**src/rtl/counter_pkg.sv**
```systemverilog
// Shared types and limits for the general-purpose up/down counter.
// Imported by the counter core and the top level.
package counter_pkg;

    typedef enum logic {
        CNT_WRAP = 1'b0,
        CNT_SAT  = 1'b1
    } cnt_mode_t;

    localparam int CNT_WIDTH_MIN = 2;
    localparam int CNT_WIDTH_MAX = 32;

endpackage

```
**src/rtl/counter_next.sv**
```systemverilog
// Combinational next-count logic: steps the count once within 0..max_val
// and reports boundary and out-of-range conditions.
module counter_next
    import counter_pkg::*;
#(
    parameter int        WIDTH = 3,
    parameter cnt_mode_t MODE  = CNT_WRAP
) (
    input  logic [WIDTH-1:0] q,
    input  logic             up,
    input  logic [WIDTH-1:0] max_val,
    output logic [WIDTH-1:0] next_q,
    output logic             bnd_up,
    output logic             bnd_dn,
    output logic             oor
);

    logic at_top;
    logic at_bot;

    assign oor    = q > max_val;
    assign at_top = q == max_val;
    assign at_bot = q == '0;

    // Boundaries are tested before stepping, so q +/- 1 never truncates.
    assign bnd_up = up && at_top && !oor;
    assign bnd_dn = !up && at_bot && !oor;

    always_comb begin
        next_q = q;
        if (oor) begin
            next_q = (MODE == CNT_WRAP) ? '0 : max_val;
        end else if (up) begin
            if (at_top) begin
                next_q = (MODE == CNT_WRAP) ? '0 : q;
            end else begin
                next_q = q + WIDTH'(1);
            end
        end else begin
            if (at_bot) begin
                next_q = (MODE == CNT_WRAP) ? max_val : q;
            end else begin
                next_q = q - WIDTH'(1);
            end
        end
    end

endmodule

```
**src/rtl/updown_counter_mod.sv**
```systemverilog
// Programmable-range up/down counter with load, wrap/saturate mode,
// registered boundary pulse and sticky overflow/underflow flags.
module updown_counter_mod
    import counter_pkg::*;
#(
    parameter int        WIDTH = 3,
    parameter cnt_mode_t MODE  = CNT_WRAP
) (
    input  logic             clk,
    input  logic             rst,
    input  logic             en,
    input  logic             up,
    input  logic             load,
    input  logic [WIDTH-1:0] load_val,
    input  logic [WIDTH-1:0] max_val,
    input  logic             clr_flags,
    output logic [WIDTH-1:0] q,
    output logic             tc,
    output logic             ovf,
    output logic             unf,
    output logic             at_max,
    output logic             at_min
);

    if (WIDTH < CNT_WIDTH_MIN || WIDTH > CNT_WIDTH_MAX) begin : g_bad_width
        $error("updown_counter_mod: WIDTH %0d outside legal range", WIDTH);
    end

    logic [WIDTH-1:0] cnt_q, cnt_d;
    logic             tc_q, tc_d;
    logic             ovf_q, ovf_d;
    logic             unf_q, unf_d;
    logic [WIDTH-1:0] step_q;
    logic             bnd_up;
    logic             bnd_dn;
    logic             oor;
    logic             step;

    counter_next #(
        .WIDTH (WIDTH),
        .MODE  (MODE)
    ) u_next (
        .q       (cnt_q),
        .up      (up),
        .max_val (max_val),
        .next_q  (step_q),
        .bnd_up  (bnd_up),
        .bnd_dn  (bnd_dn),
        .oor     (oor)
    );

    // Load outranks counting; a load never produces a boundary event.
    assign step = en && !load;

    always_comb begin
        cnt_d = cnt_q;
        if (load) begin
            cnt_d = (load_val > max_val) ? max_val : load_val;
        end else if (en) begin
            cnt_d = step_q;
        end
        tc_d  = step && !oor && (bnd_up || bnd_dn);
        // A set event in the clearing cycle wins.
        ovf_d = (ovf_q && !clr_flags) || (step && bnd_up);
        unf_d = (unf_q && !clr_flags) || (step && bnd_dn);
    end

    always_ff @(posedge clk) begin
        if (rst) begin
            cnt_q <= '0;
            tc_q  <= 1'b0;
            ovf_q <= 1'b0;
            unf_q <= 1'b0;
        end else begin
            cnt_q <= cnt_d;
            tc_q  <= tc_d;
            ovf_q <= ovf_d;
            unf_q <= unf_d;
        end
    end

    assign q      = cnt_q;
    assign tc     = tc_q;
    assign ovf    = ovf_q;
    assign unf    = unf_q;
    assign at_max = cnt_q == max_val;
    assign at_min = cnt_q == '0;

endmodule

```
**config.mk**
```make
export PLATFORM = sky130hd
export DESIGN_NAME = updown_counter_mod
export DESIGN_NICKNAME = d
export VERILOG_FILES = /design/src/rtl/counter_pkg.sv /design/src/rtl/counter_next.sv /design/src/rtl/updown_counter_mod.sv
export SDC_FILE = /design/constraint.sdc
export NUM_CORES = 1
export LEC_CHECK = 0
export ABC_AREA = 1
export CORE_ASPECT_RATIO = 0.7
export CORE_MARGIN = 8
export CORE_UTILIZATION = 25
export CTS_BUF_LIST = sky130_fd_sc_hd__clkbuf_16
export CTS_CLUSTER_DIAMETER = 60
export CTS_CLUSTER_SIZE = 10
export DETAILED_ROUTE_END_ITERATION = 8
export SLEW_MARGIN = 20
export SYNTH_ARGS = -nofsm -noshare
export SYNTH_HDL_FRONTEND = slang
export SYNTH_SLANG_ARGS = --single-unit
```
**constraint.sdc**
```tcl
create_clock -name clk -period 2.7 [get_ports clk]
set_input_delay 0.54 -clock clk [delete_from_list [all_inputs] [get_ports clk]]
set_output_delay 0.54 -clock clk [all_outputs]
set_load 0.02 [all_outputs]
```
==> results by group <==
Outcome
  • Outcome: finished, final reports clean

Critical path
  • Reg2reg path depth: 9
  • Critical Path End: at_max
  • CP top delay family: buffers and inverters
  • Critical path's slowest cell: clkdlybuf4s50_1
  • Worst path cell trace: clkdlybuf4s50_1 -> inv_1 -> ha_1 -> nand3_1 -> inv_1 -> dlygate4sd2_1
  • Kind of critical path: in -> out
  • Crit path buf inv count: 4
  • Crit Path Max Fanout: 3
  • CP dominant cell by count: inv_1
  • FF-to-FF Start: q[2]
  • Critical path startpoint category: input pin
  • Worst Path Arrival: 1900 ps
  • R2r setup slk: 1090 ps
  • Worst R2R End: q[2]
  • Critical path depth: 6
  • Setup crit end kind: output pin
  • Source of the critical timing path: max_val[2]
  • Critical Path Max Stage Delay: 480 ps
  • Data required, critical path: 2160 ps

Min path
  • Hold Crit Class: reg -> reg

Final layout
  • Area Overhead vs Synth: 56.33%
  • Layout cells sized above 1: 6.349%
  • Fillcell total: 222
  • # nets final: 149
  • Ant diodes: 0

STA
  • Hold_ws: 462.9 ps
  • Final WS setup: 256.2 ps
  • Final Hold Fails: 0
  • Period minus WS final: 2444 ps
  • Unrepaired setup endpoints after global routing: false
  • Max Freq: 409.2 MHz
  • Final Setup Violations: 0
  • Setup TNS: 0 ps
  • Max-slew violations: 0
  • Slew @ Worst Pin: 241.2 ps
  • Fin Clk Skew: 1.982 ps
  • Slew headroom: 83.86%
  • Fin crit share: 90.51%

Logic synthesis
  • Post-Syn Area per Cell: 5.931 sq um
  • Distinct cell type count after synthesis: 12
  • Cell Area, Synth: 593.1 sq um
  • Mapped Nets: 121
  • Syn. warnings: 0
  • Sequential-to-total area share from yosys stat: 20.25%
  • Flops & latches, synth: 6
  • Cells after Synth: 100

Clock network
  • CTS Buf Count: 3
  • CTS root buf: clkbuf_16
  • CTS tree: built
  • Worst-path clk slew: 30 ps
  • Skew-Pair Late Insertion Delay: 230 ps
  • CTS Sinks: 6
  • Post_cts resized: 1
  • Post-CTS Setup Repair Bufs: 0
  • Bufs on Longest Clock Path: 2
  • H-tree depth: 1
  • Hold-fix buffers, CTS: 0

Power
  • Worst VDD drop: 0.2283 mV
  • P_leak: 0.4867 nW
  • Cell Pwr Density: 549.3 mW/mm^2

Floorplan
  • # rows: 14
  • Die Width: 74.22 um
  • IO Count: 20
  • Core ar.: 0.002190 sq mm
  • Die H: 56.75 um
  • Initial core utilization: 27.09%
  • Die ar.: 0.004212 sq mm

Placed design
  • DP Wirelength: 1478 um
  • IO Port Bufs: 19
  • Placement Setup Slack: -26.58 ps
  • Placer Congestion: 0.8198

GRT
  • Number of global-route vias before repair: 648
  • GRT Overall Usage: 8.502%
  • First-pass GRT wire length: 2815 um
  • Remaining Overflow, GRT: 0
  • Pin count of the biggest net entering global routing: 7
  • Initial antenna violation count: 0

Drt
  • Antenna viol nets, final: 0
  • WL per Instance: 11.25 um
  • First-iteration detailed-routing DRC count: 30
  • DRT Pass-1 Iters: 5
  • DRC Markers: 0
  • Via density: 4.380
  • Routed WL: 1777 um
  • Via Count: 692

Flow run
  • Max cap viols: 0
==> worst reg2reg max path, stage by stage, from the launching register on <==
cell,delay (ps)
dfxtp_1,420
ha_1,280
buf_4,140
a21oi_1,130
nand2_1,80
nand2_1,130
nand2_1,70
nor2_1,100
nor2_1,50
a21oi_1,130
==> cells by family after synthesis <==
| logic type | share of synthesized area (%) |
|---|---|
| buffers and inverters | 13.29 |
| flip-flops | 20.25 |
| AND/OR/NAND/NOR | 39.03 |
| adder cells (fa/ha/maj) | 18.99 |
| AO/OA/AOI/OAI | 8.437 |
==> per-stage QoR <==
step	power (mW)	instances	instance area [sq um]	util, %
after floorplan	0.1994	100	593.1	-
after global placement	0.2685	155	853.3	38.97
after detailed placement	0.2725	155	853.3	38.97
after CTS	0.5156	158	927.1	42.34
after global routing	0.5410	158	927.1	42.34
final	0.5093	158	927.1	42.34
==> registers in the layout (all words and copies together) (netlist names) <==
register and flops:
q 3, unf 1, ovf 1, tc 1
==> layout make-up <==
type                            instances  area [sq um]  area share (%)
Clock buffer                            3         75.07           8.097
Inverter                               21         78.83           8.502
Multi-Input combinational cell         73         394.1           42.51
Sequential cell                         6         120.1           12.96
Tap cell                               32         40.04           4.318
Timing Repair Buffer                   23         219.0           23.62
==> per-layer routing <==
layer	share of wire, %	vias up	global-route usage (%)	wire length (um)
li1	-	371	-	-
met1	45	306	9.369	792
met2	50	13	14.63	892
met3	4.1	2	2.655	73
met4	1.1	0	3.333	19
met5	0	-	0	0
==> Yosys cell counts <==
library cell | count | share of area [%]
nor2_1 | 7 | 4.4
o21ai_0 | 2 | 1.7
o21ai_1 | 1 | 0.84
inv_2 | 1 | 0.63
ha_1 | 9 | 19
nand3b_1 | 1 | 1.3
nand3_1 | 19 | 16
inv_1 | 20 | 13
a21oi_1 | 7 | 5.9
nand2_1 | 26 | 16
nor3_1 | 1 | 0.84
dfxtp_1 | 6 | 20
==> where the power goes <==
group | internal [mW] | total [mW] | switching (mW)
combinational | 0.0746 | 0.167 | 0.0923
sequential | 0.0954 | 0.103 | 0.00790
clock | 0.190 | 0.239 | 0.0491
total | 0.360 | 0.509 | 0.149
==> cell usage in the layout (no fill, tap or decap) <==
| master | Yosys | routed |
|---|---|---|
| dlygate4sd2_1 | 0 | 1 |
| a21oi_1 | 7 | 7 |
| o21ai_1 | 1 | 1 |
| dfxtp_1 | 6 | 6 |
| nand3_1 | 19 | 19 |
| ha_1 | 9 | 9 |
| inv_1 | 20 | 20 |
| nor3_1 | 1 | 1 |
| inv_2 | 1 | 1 |
| o21ai_0 | 2 | 2 |
| nand3b_1 | 1 | 1 |
| nor2_1 | 7 | 7 |
| nand2_1 | 26 | 26 |
| clkdlybuf4s50_1 | 0 | 18 |
| clkbuf_16 | 0 | 3 |
| buf_4 | 0 | 4 |
==> worst min-delay path by stage <==
| stage | start | to | slack [ps] | cells past startpoint |
|---|---|---|---|---|
| after floorplan | ovf | ovf | 530 | 2 |
| after global placement | ovf | ovf | 460 | 2 |
| after detailed placement | ovf | ovf | 460 | 2 |
| after CTS | unf | unf | 470 | 2 |
| after global routing | unf | unf | 490 | 2 |
| final | unf | unf | 460 | 2 |
No activity file was read; power rests on OpenSTA's default activity.
==> RTL edit, RTL diff (same settings) <==
Reset style: asynchronous (`rst`), changed in one clocked block.
--- a/src/rtl/updown_counter_mod.sv
+++ b/src/rtl/updown_counter_mod.sv
@@ -65,7 +65,7 @@
         unf_d = (unf_q && !clr_flags) || (step && bnd_dn);
     end
 
-    always_ff @(posedge clk) begin
+    always_ff @(posedge clk or posedge rst) begin
         if (rst) begin
             cnt_q <= '0;
             tc_q  <= 1'b0;
Function: differs if rst is asserted again (counterexample within 4 cycles, from zero or initial values and one cycle with rst high); with rst held inactive, the same outputs for 10 cycles.
==> RTL edit against the original RTL <==
  * Routed wire length fell by 5.9%
  * Sequential cell count unchanged
  * Power up 18%
  * Design area grew 3.4%
  * Synthesized area is 3.0% higher
  * Maximum frequency increased by 3.1%
  * Global-route usage is 0.095 points lower
  * Combinational power up 42%
  * Register-to-register slack got worse by 0.04 ns
  * Clock skew up 0.00050 ns
  * First-iteration DRC count shrank 73%
  * Worst setup slack improved by 0.073 ns
==> RTL edit: results (changes against the original RTL) <==
status: "finished, final reports clean"  # unchanged
clk_pin_slew_ns: 0.03  # about the same
grt_max_degree: 9  # was 7
p_leak_nw: 0.519  # was 0.487 nW
clk_latency_ns: 0.23  # about the same
drive_above_1_share: 0.126  # was 0.0635
max-slew-margin-rel: 0.799  # was 0.839
antenna_found_initial: 0  # unchanged
ys_types: 17  # was 12
htree_levels: 1  # unchanged
synth_area_leaders: "dfrtp_1, ha_1, nand2_1, inv_1, nand3_1"  # was dfxtp_1, ha_1, nand2_1, nand3_1, inv_1
gr-total-overflow: 0  # unchanged
gp_congestion: 0.808  # was 0.820
synth_warnings: 0  # unchanged
async_flop_share: 1.00  # was 0
grt_pass1_vias: 652  # was 648
num-nets-final: 142  # was 149
largest_reg_flops: 3  # unchanged
hold_path_class: "flip-flop to flip-flop"  # unchanged
cts-root-buf: "clkbuf_16"  # unchanged
syn_nets: 113  # was 121
drt_first_pass_iters: 5  # unchanged
synthTopCellsByCount: "nand2_1, inv_1, nand3_1"  # unchanged
p_sw_frac: 0.332  # was 0.293
synth_seq_area_share: 0.246  # was 0.203
area_delta_synth_final_pct: 57.0  # was 56.3%
dpl.hpwl_um: 1380  # was 1480 um
fillers: 255  # was 222
grt_pass1_wl_um: 2800  # was 2820 um
irDropWorstVdd_v: 0.000146  # was 0.000228 V
post-synth-top-count-cell: "nand2_1"  # unchanged
io_buffer_count: 19  # unchanged
numCtsBuffers: 3  # unchanged
cp.arrival_ns: 1.83  # was 1.90 ns
placed_cell_area_um2: 881  # was 853 um^2
diodes: 0  # unchanged
fin_skew_ns: 0.00248  # was 0.00198 ns
clockBufferDepth: 2  # unchanged
viasPerCell: 4.30  # was 4.38
drt_iter0_markers: 8  # was 30
wire_per_inst_um: 10.9  # was 11.2 um
worstPathMaxFanout: 4  # was 3
track_usage: 0.0841  # was 0.0850
-- RTL edit: cell count changes in the layout (fill, tap and decap cells not counted), moves of 2 or more --
cell     change
or2_1        +2
dfxtp_1      -6
nand3_1      -4
nand2_2      +2
a21oi_1      -4
nand4_1      +2
dfrtp_1      +6
nor2_1       -6
-- RTL edit: final timing paths --
path | from | depth (start not counted) | slack (ns) | to
hold reg to reg | unf | 2 | 0.51 | unf
hold / removal | unf | 2 | 0.51 | unf
setup / recovery | q[0] | 5 | 0.33 | at_min
setup reg to reg | q[2] | 7 | 1.05 | q[2]
max in group asynchronous | rst | 2 | 1.98 | unf
min in group asynchronous | rst | 2 | 0.53 | q[2]
-- RTL edit: cells by family (layout without fill, tap and decap cells) --
group,after synthesis,count (layout),synth area share
AO/OA/AOI/OAI,7,7,0.0697
adder cells (fa/ha/maj),9,9,0.184
AND/OR/NAND/NOR,49,49,0.371
buffers and inverters,21,48,0.129
flip-flops,6,6,0.246
-- RTL edit: metal layers --
metal,vias to the layer above,part of all wire,global-route usage
met3,2,0.059,0.0210
li1,349,-,-
met1,292,0.48,0.0980
met4,0,0.0090,0.0417
met5,-,0,0
met2,15,0.46,0.138
-- RTL edit: power by group through the flow --
stage	Clock [W]	Sequential (W)	Combinational, W
4_1_cts	0.000247	0.000121	0.000240
3_5_place_dp	0	0.000122	0.000237
3_3_place_gp	0	0.000122	0.000234
6_report	0.000242	0.000121	0.000237
2_1_floorplan	0	0.000131	0.000129
5_1_grt	0.000251	0.000124	0.000266
-- RTL edit: area by class of cell --
| class | instances | share of cell area |
|---|---|---|
| Inverter | 21 | 0.0822 |
| Multi-Input combinational cell | 65 | 0.398 |
| Clock buffer | 3 | 0.0783 |
| Sequential cell | 6 | 0.157 |
| Tap cell | 34 | 0.0444 |
| Timing Repair Buffer | 24 | 0.240 |
-- RTL edit: timing repair --
action | in CTS | in global routing
gates resized for setup | 0 | 1
buffers inserted | 0 | 0
endpoints found under the setup margin | 0 | 1
-- RTL edit: through the flow --
stage               setup slack, ns  hold WS (ns)  cells
finish                        0.329         0.511    153
global route                  0.202         0.541    153
CTS                          0.0236         0.515    153
detailed placement           0.0257         0.509    150
global placement             0.0542         0.501    150
floorplan                     0.974         0.331     92
-- RTL edit: critical path, stage by stage (launching register included) --
cell,delay (ns)
dfrtp_1,0.41
inv_1,0.15
ha_1,0.18
inv_1,0.07
nor2_2,0.15
clkdlybuf4s50_1,0.64
